==> src/rtl/maxnet_controller.sv <==
// Sequencing FSM for the 4-neuron Maxnet winner-take-all datapath.
// Optional iteration limit compiled in with `define MAXNET_TIMEOUT_EN.
module maxnet_controller #(
  parameter int MAX_ITER = 64,
  parameter int ITER_W   = 8
) (
  input  logic              clk,
  input  logic              rst,
  input  logic              start,
  input  logic              found,
  output logic              mainRegWrite,
  output logic              actWrite,
  output logic              multWrite,
  output logic              addWrite,
  output logic              s1,
  output logic              s2,
  output logic              s3,
  output logic              s4,
  output logic              busy,
  output logic              done,
  output logic              timeout,
  output logic [ITER_W-1:0] iter_count
);

  // state   | meaning
  // S_IDLE  | waiting for start, datapath frozen
  // S_LOAD  | load num1..num4 into main registers
  // S_ACT   | load activation registers (x first pass, b afterwards)
  // S_MULT  | load PU product registers
  // S_ADD   | load f_reg (b) registers
  // S_CHECK | evaluate found / iteration limit
  // S_DONE  | one-cycle completion pulse
  typedef enum logic [2:0] {
    S_IDLE, S_LOAD, S_ACT, S_MULT, S_ADD, S_CHECK, S_DONE
  } state_t;

`ifdef MAXNET_TIMEOUT_EN
  localparam bit TIMEOUT_EN = 1'b1;
`else
  localparam bit TIMEOUT_EN = 1'b0;
`endif

  localparam logic [ITER_W-1:0] LIMIT = ITER_W'(MAX_ITER - 1);

  state_t            state_q;
  logic              main_wr_q, act_wr_q, mult_wr_q, add_wr_q;
  logic              sel_q, busy_q, done_q, timeout_q;
  logic [ITER_W-1:0] iter_q, iter_d;
  logic              limit_hit;

  // Saturating increment; with the limit compiled in the count never reaches all-ones.
  assign iter_d    = (iter_q == '1) ? iter_q : iter_q + ITER_W'(1);
  assign limit_hit = TIMEOUT_EN && (iter_q == LIMIT);

  always_ff @(posedge clk or negedge rst) begin
    if (!rst) begin
      state_q   <= S_IDLE;
      main_wr_q <= 1'b0;
      act_wr_q  <= 1'b0;
      mult_wr_q <= 1'b0;
      add_wr_q  <= 1'b0;
      sel_q     <= 1'b0;
      busy_q    <= 1'b0;
      done_q    <= 1'b0;
      timeout_q <= 1'b0;
      iter_q    <= '0;
    end else begin
      main_wr_q <= 1'b0;
      act_wr_q  <= 1'b0;
      mult_wr_q <= 1'b0;
      add_wr_q  <= 1'b0;
      sel_q     <= 1'b0;
      done_q    <= 1'b0;
      case (state_q)
        S_IDLE: begin
          if (start) begin
            state_q   <= S_LOAD;
            main_wr_q <= 1'b1;
            busy_q    <= 1'b1;
            iter_q    <= '0;
            timeout_q <= 1'b0;
          end
        end
        S_LOAD: begin
          state_q  <= S_ACT;
          act_wr_q <= 1'b1;
          sel_q    <= 1'b0;
        end
        S_ACT: begin
          state_q   <= S_MULT;
          mult_wr_q <= 1'b1;
        end
        S_MULT: begin
          state_q  <= S_ADD;
          add_wr_q <= 1'b1;
        end
        S_ADD: begin
          state_q <= S_CHECK;
        end
        S_CHECK: begin
          iter_q <= iter_d;
          if (found) begin
            state_q <= S_DONE;
            done_q  <= 1'b1;
          end else if (limit_hit) begin
            state_q   <= S_DONE;
            done_q    <= 1'b1;
            timeout_q <= 1'b1;
          end else begin
            state_q  <= S_ACT;
            act_wr_q <= 1'b1;
            sel_q    <= (iter_d != '0);
          end
        end
        S_DONE: begin
          state_q <= S_IDLE;
          busy_q  <= 1'b0;
        end
        default: begin
          state_q <= S_IDLE;
          busy_q  <= 1'b0;
        end
      endcase
    end
  end

  assign mainRegWrite = main_wr_q;
  assign actWrite     = act_wr_q;
  assign multWrite    = mult_wr_q;
  assign addWrite     = add_wr_q;
  assign s1           = sel_q;
  assign s2           = sel_q;
  assign s3           = sel_q;
  assign s4           = sel_q;
  assign busy         = busy_q;
  assign done         = done_q;
  assign timeout      = timeout_q;
  assign iter_count   = iter_q;

endmodule

==> config.mk <==
export PLATFORM = sky130hd
export DESIGN_NAME = maxnet_controller
export DESIGN_NICKNAME = d
export VERILOG_FILES = /design/src/rtl/maxnet_controller.sv
export SDC_FILE = /design/constraint.sdc
export NUM_CORES = 1
export LEC_CHECK = 0
export BUFFER_PORTS_ARGS = -buffer_cell sky130_fd_sc_hd__buf_2
export CELL_PAD_IN_SITES_DETAIL_PLACEMENT = 0
export CELL_PAD_IN_SITES_GLOBAL_PLACEMENT = 1
export CORE_MARGIN = 10
export CORE_UTILIZATION = 35
export DETAILED_ROUTE_END_ITERATION = 12
export GPL_ROUTABILITY_DRIVEN = 1
export HOLD_SLACK_MARGIN = 0.06
export PLACE_DENSITY = 0.7
export RECOVER_POWER = 25
export SETUP_SLACK_MARGIN = 0.05
export SLEW_MARGIN = 30
export SYNTH_ARGS = -nofsm -noshare
export SYNTH_HDL_FRONTEND = slang
export SYNTH_SLANG_ARGS = --single-unit
==> constraint.sdc <==
create_clock -name clk -period 1.66 [get_ports clk]
set_input_delay 0.332 -clock clk [delete_from_list [all_inputs] [get_ports clk]]
set_output_delay 0.332 -clock clk [all_outputs]
set_load 0.005 [all_outputs]
==> impl_metrics.py, run 1 <==
metrics = {
    "synthesis": {
        "netlist_area_um2": 933,
        "avgSynthCellArea_um2": 9.93,
        "yosysSeqAreaShare_pct": 48.3,
        "syn-instance-count": 94,
        "synth.area.top_cells": "dfrtp_1 48%, nor3_1 4.8%, a31oi_1 3.4%",
        "synth_top_area_share_pct": 48.3,
        "yosys.area.top_type": "dfrtp_1",
        "ys_async_sr_fraction_pct": 100,
        "synth_ff_type": "dfrtp_1",
        "yosysWarningCount": 0,
        "synth.distinct_cells": 35,
        "synth_edf_count": 0,
        "synth-seq-cells": 18,
        "syn_nets": 99,
    },
    "setup_path": {
        "setup.worst_path.start_class": "register",
        "reg2regPathDepth": 5,
        "cp_data_arrival_time_ps": 1740,
        "endpoint_kind": "register",
        "rr_endpoint": "s1$_DFF_PN0_",
        "reg2reg_slack_ps": 150,
        "cp_cell_sequence": "ha_4 > and3_4 > and3_1 > o31a_1 > a211oi_2",
        "critPathMaxStageDelay_ps": 420,
        "crit_type": "register to register",
        "rr_startpoint": "iter_count[1]$_DFFE_PN0P_",
        "crit_path_top_delay_cell": "dfrtp_1",
        "cp_data_required_time_ps": 1890,
        "path_max_fanout": 5,
    },
    "cells_and_area": {
        "layout_common_cells": "20 x buf_2, 17 x dfrtp_1, 9 x nor3_1",
        "layout.nets": 123,
        "final_core_util_pct": 44.9,
        "largest_reg_flops": 8,
        "area_growth_pct": 21.4,
        "final_common_cell": "buf_2",
        "drive_gt1_share_pct": 31.6,
        "diodes": 0,
        "nFillCells": 266,
    },
    "power": {
        "p_leak_nw": 0.531,
        "pwr_density_cell_mw_per_mm2": 1320,
        "ir_drop_uv": 760,
        "finalPower_mw": 1.50,
    },
    "worst_hold_path": {
        "holdCritPathClass": "input port to register",
        "worstHoldStart": "found",
        "hold_depth": 2,
        "holdPathEnd": "s1$_DFF_PN0_",
    },
    "drt": {
        "initialDrtViolationCount": 18,
        "wl_per_cell_um": 14.6,
        "drcViolationCount": 0,
        "ant_nets": 0,
        "drt-total-wl_um": 2140,
        "via_per_inst": 5.33,
        "vias": 784,
        "firstDrtPassIters": 4,
    },
    "sta": {
        "fin_crit_ps": 1510,
        "tightestPinTransition_ps": 996,
        "fin_hold_ws_ps": 224,
        "setup_ws_ps": 149,
        "final.setup.tns_ps": 0,
        "finalClockSkew_ps": 8.17,
        "hold_viol": 0,
        "finalCritPeriodShare_pct": 91.1,
        "finalMaxSlewViolations": 0,
        "relSlewSlack_pct": 33.6,
        "setup_viol": 0,
        "timing.fmax_mhz": 662,
        "rsz0062_at_grt": "false",
    },
    "floorplanning": {
        "fp.dieH_um": 71.6,
        "core_area_mm2": 0.00252,
        "dieArea_mm2": 0.00513,
        "rows": 18,
        "dieWidth_um": 71.6,
        "pin_count": 23,
        "start_util_pct": 37.0,
    },
    "clocking": {
        "path_clk_slew_ps": 110,
        "cts_tree": "done",
        "post_cts_buffers": 0,
        "cts.path.max_buffers": 2,
        "cts_root_buffer": "clkbuf_4",
        "insertion_delay_ps": 300,
        "clock_sinks": 18,
        "h-tree-depth": 1,
        "numCtsBuffers": 3,
    },
    "grt": {
        "grt_pass1_vias": 767,
        "overflow": 0,
        "grtUsageTotal_pct": 9.03,
        "grt_pass1_wl_um": 3800,
        "grt_max_degree": 19,
        "antenna_found_initial": 0,
    },
    "placed_design": {
        "portBuffers": 21,
        "dp_slack_ps": 105,
        "hpwl_um": 1580,
        "place.gp.congestion": 0.902,
    },
    "outcome": {
        "status": "finished clean",
    },
    "flow_run": {
        "cap_violations": 0,
    },
}
-- cell families after synthesis --
family          synth area share, %
flops                          48.3
mux                            1.07
compound gates                 17.0
buf+inv                        7.51
simple gates                   24.4
fa+ha+maj                      1.34
other cells                   0.402
-- routing by layer --
metal | vias to the layer above | global-route usage, % | share of wire [%]
li1 | 384 | - | -
met1 | 377 | 11.0 | 46
met2 | 18 | 13.2 | 44
met3 | 5 | 3.17 | 7.2
met4 | 0 | 5.59 | 2.4
met5 | - | 0 | 0
-- cells in the mapped netlist, drive strengths merged (2+ instances only) --
| cell type | instances |
|---|---|
| dfrtp | 18 |
| buf | 9 |
| nor3 | 9 |
| nor2 | 6 |
| a31oi | 5 |
| a21oi | 4 |
| inv | 4 |
| nand2 | 4 |
| o21ai | 4 |
| and3 | 3 |
| nand3b | 3 |
| a211oi | 2 |
| and2 | 2 |
| nand2b | 2 |
| nand3 | 2 |
| nor4b | 2 |
| o31a | 2 |
| o31ai | 2 |
-- power by group --
group / internal (mW) / switching [mW] / leakage [nW]
Combinational: 0.290 / 0.263 / 0.272
Clock: 0.134 / 0.143 / 0.0210
Sequential: 0.554 / 0.113 / 0.238
Total: 0.977 / 0.519 / 0.531
-- worst max-delay path, delay by kind of cell, from the launching register on --
kind / cells / cell delay [ps]
flops: 1 / 420
simple gates: 2 / 340
compound gates: 2 / 480
fa+ha+maj: 1 / 180
-- final cells by class --
| cell class | count | area, um^2 | share of cell area [%] |
|---|---|---|---|
| Tap cell | 30 | 37.5 | 3.31 |
| Sequential cell | 18 | 452 | 39.8 |
| Multi-Input combinational cell | 63 | 434 | 38.3 |
| Clock buffer | 4 | 36.3 | 3.20 |
| Inverter | 4 | 15.0 | 1.32 |
| Timing Repair Buffer | 28 | 159 | 14.0 |
-- repair_timing --
| item | in CTS | in global routing |
|---|---|---|
| resized for setup | 0 | 4 |
| hold buffers | 1 | 0 |
| endpoints found under the hold margin | 18 | 0 |
| endpoints found under the setup margin | 0 | 5 |
-- per-stage QoR --
step,instance area [um^2],std cells
CTS,1110,147
detailed placement,1070,142
global route,1130,147
global placement,1070,142
floorplan,933,94
finish,1130,147
-- worst max-delay path by stage --
stage	startpoint	to	slack [ps]	cells past startpoint
6_report	iter_count[1]$_DFFE_PN0P_	s1$_DFF_PN0_	150	5
4_1_cts	iter_count[0]$_DFFE_PN0P_	s1$_DFF_PN0_	80	5
5_1_grt	rst	iter_count[2]$_DFFE_PN0P_	30	2
3_3_place_gp	iter_count[0]$_DFFE_PN0P_	s1$_DFF_PN0_	130	5
3_5_place_dp	iter_count[0]$_DFFE_PN0P_	s1$_DFF_PN0_	100	5
2_1_floorplan	iter_count[0]$_DFFE_PN0P_	s1$_DFF_PN0_	80	5
(Power assumes the default switching activity.)
==> run 2, diff against run 1 <==
Settings changed: GPL_ROUTABILITY_DRIVEN 1 to unset, GPL_TIMING_DRIVEN set to 0.
==> run 2 against run 1 <==
  * Sequential cell count unchanged
  * Utilization increased by 1.7 points
  * Maximum frequency decreased by 3.1%
  * Die area unchanged
  * Critical path type unchanged
==> impl_metrics.py, run 2 (same netlist as run 1, synthesis figures left out) <==
metrics = {
    "setup_path": {
        "path_buf_inv": 0,
        "crit_path_top_delay_cell": "dfrtp_2",
        "cp_data_required_time_ps": 1890,
        "reg2regPathDepth": 5,
        "critPathMaxStageDelay_ps": 430,
        "reg2reg_slack_ps": 100,
        "endpoint_kind": "register",
        "setup.worst_path.start_class": "register",
        "cp_cell_sequence": "ha_2 > and3_4 > and3_1 > o31a_1 > a211oi_2",
        "rr_startpoint": "iter_count[0]$_DFFE_PN0P_",
        "cp_data_arrival_time_ps": 1790,
        "crit_type": "register to register",
        "rr_endpoint": "s1$_DFF_PN0_",
        "cpLargestDelayFamily": "compound AO/OA/AOI/OAI gates",
        "path_max_fanout": 5,
    },
    "placed_design": {
        "portBuffers": 21,
        "hpwl_um": 1530,
        "placed_area_mm2": 0.00108,
        "dp_slack_ps": 8.03,
        "place.gp.congestion": 0.824,
    },
    "drt": {
        "drt-total-wl_um": 2210,
        "initialDrtViolationCount": 17,
        "ant_nets": 0,
        "drcViolationCount": 0,
        "vias": 798,
        "wl_per_cell_um": 14.2,
        "firstDrtPassIters": 4,
        "via_per_inst": 5.15,
    },
    "clocking": {
        "path_clk_slew_ps": 110,
        "numCtsBuffers": 3,
        "clock_sinks": 18,
        "h-tree-depth": 1,
        "cts.path.max_buffers": 2,
        "cts_root_buffer": "clkbuf_4",
        "cts_tree": "done",
        "insertion_delay_ps": 300,
    },
    "worst_hold_path": {
        "holdPathEnd": "s1$_DFF_PN0_",
        "hold_depth": 2,
        "worstHoldStart": "found",
        "holdCritPathClass": "input port to register",
    },
    "flow_run": {
        "cap_violations": 0,
    },
    "sta": {
        "tightestPinTransition_ps": 994,
        "rsz0062_at_grt": "true",
        "timing.fmax_mhz": 641,
        "hold_viol": 0,
        "setup_viol": 0,
        "setup_ws_ps": 100,
        "finalClockSkew_ps": 5.39,
        "relSlewSlack_pct": 33.8,
        "finalCritPeriodShare_pct": 94.0,
        "finalMaxSlewViolations": 0,
        "fin_crit_ps": 1560,
    },
    "cells_and_area": {
        "design_area_mm2": 0.00118,
        "final_core_util_pct": 46.6,
        "layout_common_cells": "25 x buf_2, 17 x dfrtp_1, 9 x buf_4",
        "final_common_cell": "buf_2",
        "area_growth_pct": 26.0,
        "diodes": 0,
        "drive_gt1_share_pct": 36.8,
        "layout.nets": 131,
        "largest_reg_flops": 8,
    },
    "floorplanning": {
        "fp.dieH_um": 71.6,
        "core_area_mm2": 0.00252,
        "pin_count": 23,
        "rows": 18,
        "start_util_pct": 37.0,
        "dieArea_mm2": 0.00513,
        "dieWidth_um": 71.6,
    },
    "power": {
        "pwr_density_cell_mw_per_mm2": 1280,
        "p_leak_nw": 0.571,
        "ir_drop_uv": 828,
    },
    "grt": {
        "grt_pass1_vias": 809,
        "overflow": 0,
        "antenna_found_initial": 0,
        "grtUsageTotal_pct": 8.89,
        "grt_max_degree": 19,
        "grt_pass1_wl_um": 3730,
    },
    "outcome": {
        "status": "finished clean",
    },
}
## run 2: final cells by class
| cell class | count | area, um^2 |
|---|---|---|
| buffer | 9 | 55.1 |
| clock buffer | 4 | 36.3 |
| fill | 256 | 1350 |
| inverter | 4 | 15.0 |
| multi-input combinational | 63 | 429 |
| sequential | 18 | 452 |
| tap | 30 | 37.5 |
| timing repair buffer | 27 | 151 |
## run 2: worst max-delay path by stage
stage	start	to	slack (ps)	cells past startpoint
floorplan	iter_count[0]$_DFFE_PN0P_	s1$_DFF_PN0_	80	5
global placement	iter_count[0]$_DFFE_PN0P_	s1$_DFF_PN0_	-4	5
detailed placement	iter_count[0]$_DFFE_PN0P_	s1$_DFF_PN0_	8	5
CTS	iter_count[0]$_DFFE_PN0P_	s1$_DFF_PN0_	90	5
global route	iter_count[0]$_DFFE_PN0P_	iter_count[2]$_DFFE_PN0P_	40	5
finish	iter_count[0]$_DFFE_PN0P_	s1$_DFF_PN0_	100	5
## run 2: power by group
part           switching [mW]  internal, mW  total, mW
clock                   0.148         0.134      0.282
combinational           0.336         0.296      0.632
sequential             0.0388         0.555      0.594
## run 2: what timing repair did
item                       CTS  global route
setup endpoints to repair    2             8
buffers inserted             2             3
pin swaps                    0             1
gates resized for setup      2             2
hold endpoints to repair    18             0
hold buffers                 1             0
gates cloned                 0             0
## run 2: layer usage
layer / up-vias / part of all wire (%) / global-route usage (%)
met5: - / 0 / 0
met4: 0 / 1.9 / 5.59
met3: 5 / 5.4 / 3.03
met2: 18 / 44 / 12.9
met1: 374 / 48 / 10.9
li1: 401 / - / -
## run 2: worst reg2reg max path: stages (launching register included)
cell	delay, ps
dfrtp_2	430
ha_2	220
and3_4	200
and3_1	160
o31a_1	280
a211oi_2	200
## run 2: stage by stage
stage / setup TNS (ps) / power, mW / hold slack [ps] / cells
6_report: 0 / 1.51 / 218 / 155
5_1_grt: 0 / 1.64 / 208 / 155
4_1_cts: 0 / 1.50 / 221 / 152
3_5_place_dp: 0 / 1.17 / 296 / 145
3_3_place_gp: -4.47 / 1.16 / 289 / 145
2_1_floorplan: 0 / 0.979 / 36.4 / 94
==> run 3, diff against run 2 <==
Settings changed: ABC_AREA set to 1, CORE_UTILIZATION 35 to 34.
==> run 3 against run 2 <==
  * Final cell count is 14% higher
  * Maximum frequency grew 6.9%
  * Setup slack better by 100 ps
  * Total power is 33% higher
  * Clock power about the same
  * Sequential share of layout area up 0.082 points
  * Sequential cell count unchanged
  * Combinational power up 48%
  * Sequential power is 32% higher
==> impl_metrics.py, run 3 <==
metrics = {
    "sta": {
        "final.setup.tns_ps": 0,
        "hold_viol": 0,
        "tightestPinTransition_ps": 1000,
        "finalMaxSlewViolations": 0,
        "rsz0062_at_grt": "false",
        "setup_viol": 0,
        "relSlewSlack_pct": 33.0,
        "timing.fmax_mhz": 685,
        "finalClockSkew_ps": 3.20,
        "fin_crit_ps": 1460,
        "finalCritPeriodShare_pct": 87.9,
    },
    "clocking": {
        "clock_sinks": 18,
        "h-tree-depth": 1,
        "insertion_delay_ps": 310,
        "cts_root_buffer": "clkbuf_4",
        "cts_tree": "done",
        "numCtsBuffers": 3,
        "path_clk_slew_ps": 110,
        "cts.path.max_buffers": 2,
    },
    "cells_and_area": {
        "drive_gt1_share_pct": 36.3,
        "diodes": 0,
        "final_common_cell": "nand2_1",
        "layout_common_cells": "27 x nand2_1, 20 x buf_2, 17 x dfrtp_1",
        "area_growth_pct": 19.9,
        "design_area_mm2": 0.00117,
        "layout.nets": 152,
        "largest_reg_flops": 8,
    },
    "outcome": {
        "status": "finished clean",
    },
    "setup_path": {
        "crit_top_cell": "nor2_1",
        "path_max_fanout": 5,
        "cp_cell_sequence": "ha_2 > nand2_2 > nor2_4 > a21oi_1 > nand4_2 > nor2_1 > nor2_1",
        "cpLargestDelayFamily": "simple AND/OR/NAND/NOR gates",
        "setup.worst_path.start_class": "register",
        "path_buf_inv": 0,
        "crit_type": "register to register",
        "endpoint_kind": "register",
        "cp_data_required_time_ps": 1870,
        "reg2regPathDepth": 7,
        "crit_path_top_delay_cell": "dfrtp_2",
        "crit_cells": 7,
        "critPathMaxStageDelay_ps": 450,
        "cp_data_arrival_time_ps": 1670,
    },
    "synthesis": {
        "synth_top_area_share_pct": 46.0,
        "synthTopCellsByCount": "27 x nand2_1, 18 x dfrtp_1, 15 x inv_1",
        "ys_async_sr_fraction_pct": 100,
        "yosysWarningCount": 0,
        "synth-seq-cells": 18,
        "netlist_area_um2": 978,
        "avgSynthCellArea_um2": 8.15,
        "yosys.area.top_type": "dfrtp_1",
        "yosysSeqAreaShare_pct": 46.0,
        "syn-instance-count": 120,
        "synth.distinct_cells": 21,
        "yosysMostFrequentCell": "nand2_1",
        "synth_ff_type": "dfrtp_1",
        "syn_nets": 125,
        "synth_edf_count": 0,
        "synth.area.top_cells": "dfrtp_1 46%, nand2_1 10%, inv_1 5.8%",
    },
    "power": {
        "p_leak_nw": 0.646,
        "pwr_density_cell_mw_per_mm2": 1710,
        "finalPower_mw": 2.00,
        "ir_drop_uv": 1010,
    },
    "placed_design": {
        "hpwl_um": 1730,
        "portBuffers": 21,
        "place.gp.congestion": 0.769,
        "placed_area_mm2": 0.00112,
    },
    "flow_run": {
        "cap_violations": 0,
    },
    "drt": {
        "drcViolationCount": 0,
        "wl_per_cell_um": 12.7,
        "ant_nets": 0,
        "initialDrtViolationCount": 65,
        "vias": 810,
        "firstDrtPassIters": 4,
        "drt-total-wl_um": 2250,
        "via_per_inst": 4.58,
    },
    "floorplanning": {
        "dieWidth_um": 73.6,
        "pin_count": 23,
        "core_area_mm2": 0.00276,
        "rows": 19,
        "dieArea_mm2": 0.00542,
        "fp.dieH_um": 73.6,
        "start_util_pct": 35.5,
    },
    "grt": {
        "grtUsageTotal_pct": 9.00,
        "overflow": 0,
        "grt_pass1_vias": 857,
        "grt_max_degree": 19,
        "antenna_found_initial": 0,
        "grt_pass1_wl_um": 3810,
    },
    "worst_hold_path": {
        "hold_depth": 2,
        "holdCritPathClass": "input port to register",
    },
}
[run 3: changes by cell type in the layout (fill, tap and decap cells not counted), sizes merged, moves of 5 or more]
cell   change
inv       +16
nor2      +11
a31oi      -5
nand3      +7
o21ai      +6
nand2     +28
nor3       -9
buf       -10
[run 3: worst register-to-register path, cell delays in order, from the launching register on]
cell	delay [ps]
dfrtp_2	450
ha_2	210
nand2_2	120
nor2_4	60
a21oi_1	220
nand4_2	130
nor2_1	120
nor2_1	40
[run 3: metrics by stage]
stage / worst slack (ps) / cells / utilization, % / hold WS (ps)
3_5_place_dp: 159 / 172 / 40.7 / 296
3_3_place_gp: 149 / 172 / 40.7 / 298
5_1_grt: 53.0 / 177 / 42.6 / 233
4_1_cts: 142 / 177 / 42.4 / 212
6_report: 201 / 177 / 42.6 / 221
2_1_floorplan: 286 / 120 / - / 36.4
[run 3: kinds of logic (layout without fill, tap and decap cells)]
family / Yosys count / after routing / synth area share (%)
fa+ha+maj: 1 / 1 / 1.28
simple gates: 59 / 59 / 31.8
other cells: 1 / 1 / 0.383
compound gates: 17 / 17 / 9.72
flops: 18 / 18 / 46.0
buf+inv: 24 / 50 / 10.7
[run 3: per-layer routing]
metal  share of wire, %  track usage, %  vias to the layer above
met4                1.9            5.59                        0
li1                   -               -                      422
met1                 45            10.2                      358
met2                 46            14.4                       26
met3                7.5            2.69                        4
met5                  0               0                        -
[run 3: layout make-up]
type / instances / area [um^2]
Timing Repair Buffer: 22 / 114
Clock buffer: 4 / 36.3
Buffer: 4 / 30.0
Inverter: 20 / 75.1
Tap cell: 31 / 38.8
Multi-Input combinational cell: 78 / 428
Sequential cell: 18 / 452
Fill cell: 295 / 1580
[run 3: worst paths after layout]
path                                           start                         to  slack (ps)
max reg2reg                iter_count[0]$_DFFE_PN0P_               s1$_DFF_PN0_         200
min                                            found         actWrite$_DFF_PN0_         220
min in group asynchronous                        rst     mainRegWrite$_DFF_PN0_         700
min reg2reg                         busy$_DFFE_PN0P_           busy$_DFFE_PN0P_         500
max in group asynchronous                        rst  iter_count[0]$_DFFE_PN0P_         290
max                        iter_count[0]$_DFFE_PN0P_               s1$_DFF_PN0_         200
[run 3: timing repair]
| item | in CTS | in global routing |
|---|---|---|
| gates resized for setup | 0 | 3 |
| hold endpoints to repair | 18 | 0 |
| endpoints found under the setup margin | 0 | 1 |
| buffers inserted | 0 | 0 |
| hold buffers | 1 | 0 |
[run 3: power breakdown]
group	switching [mW]	internal [mW]	total, mW
Sequential	0.170	0.616	0.786
Combinational	0.554	0.381	0.935
Clock	0.150	0.134	0.284
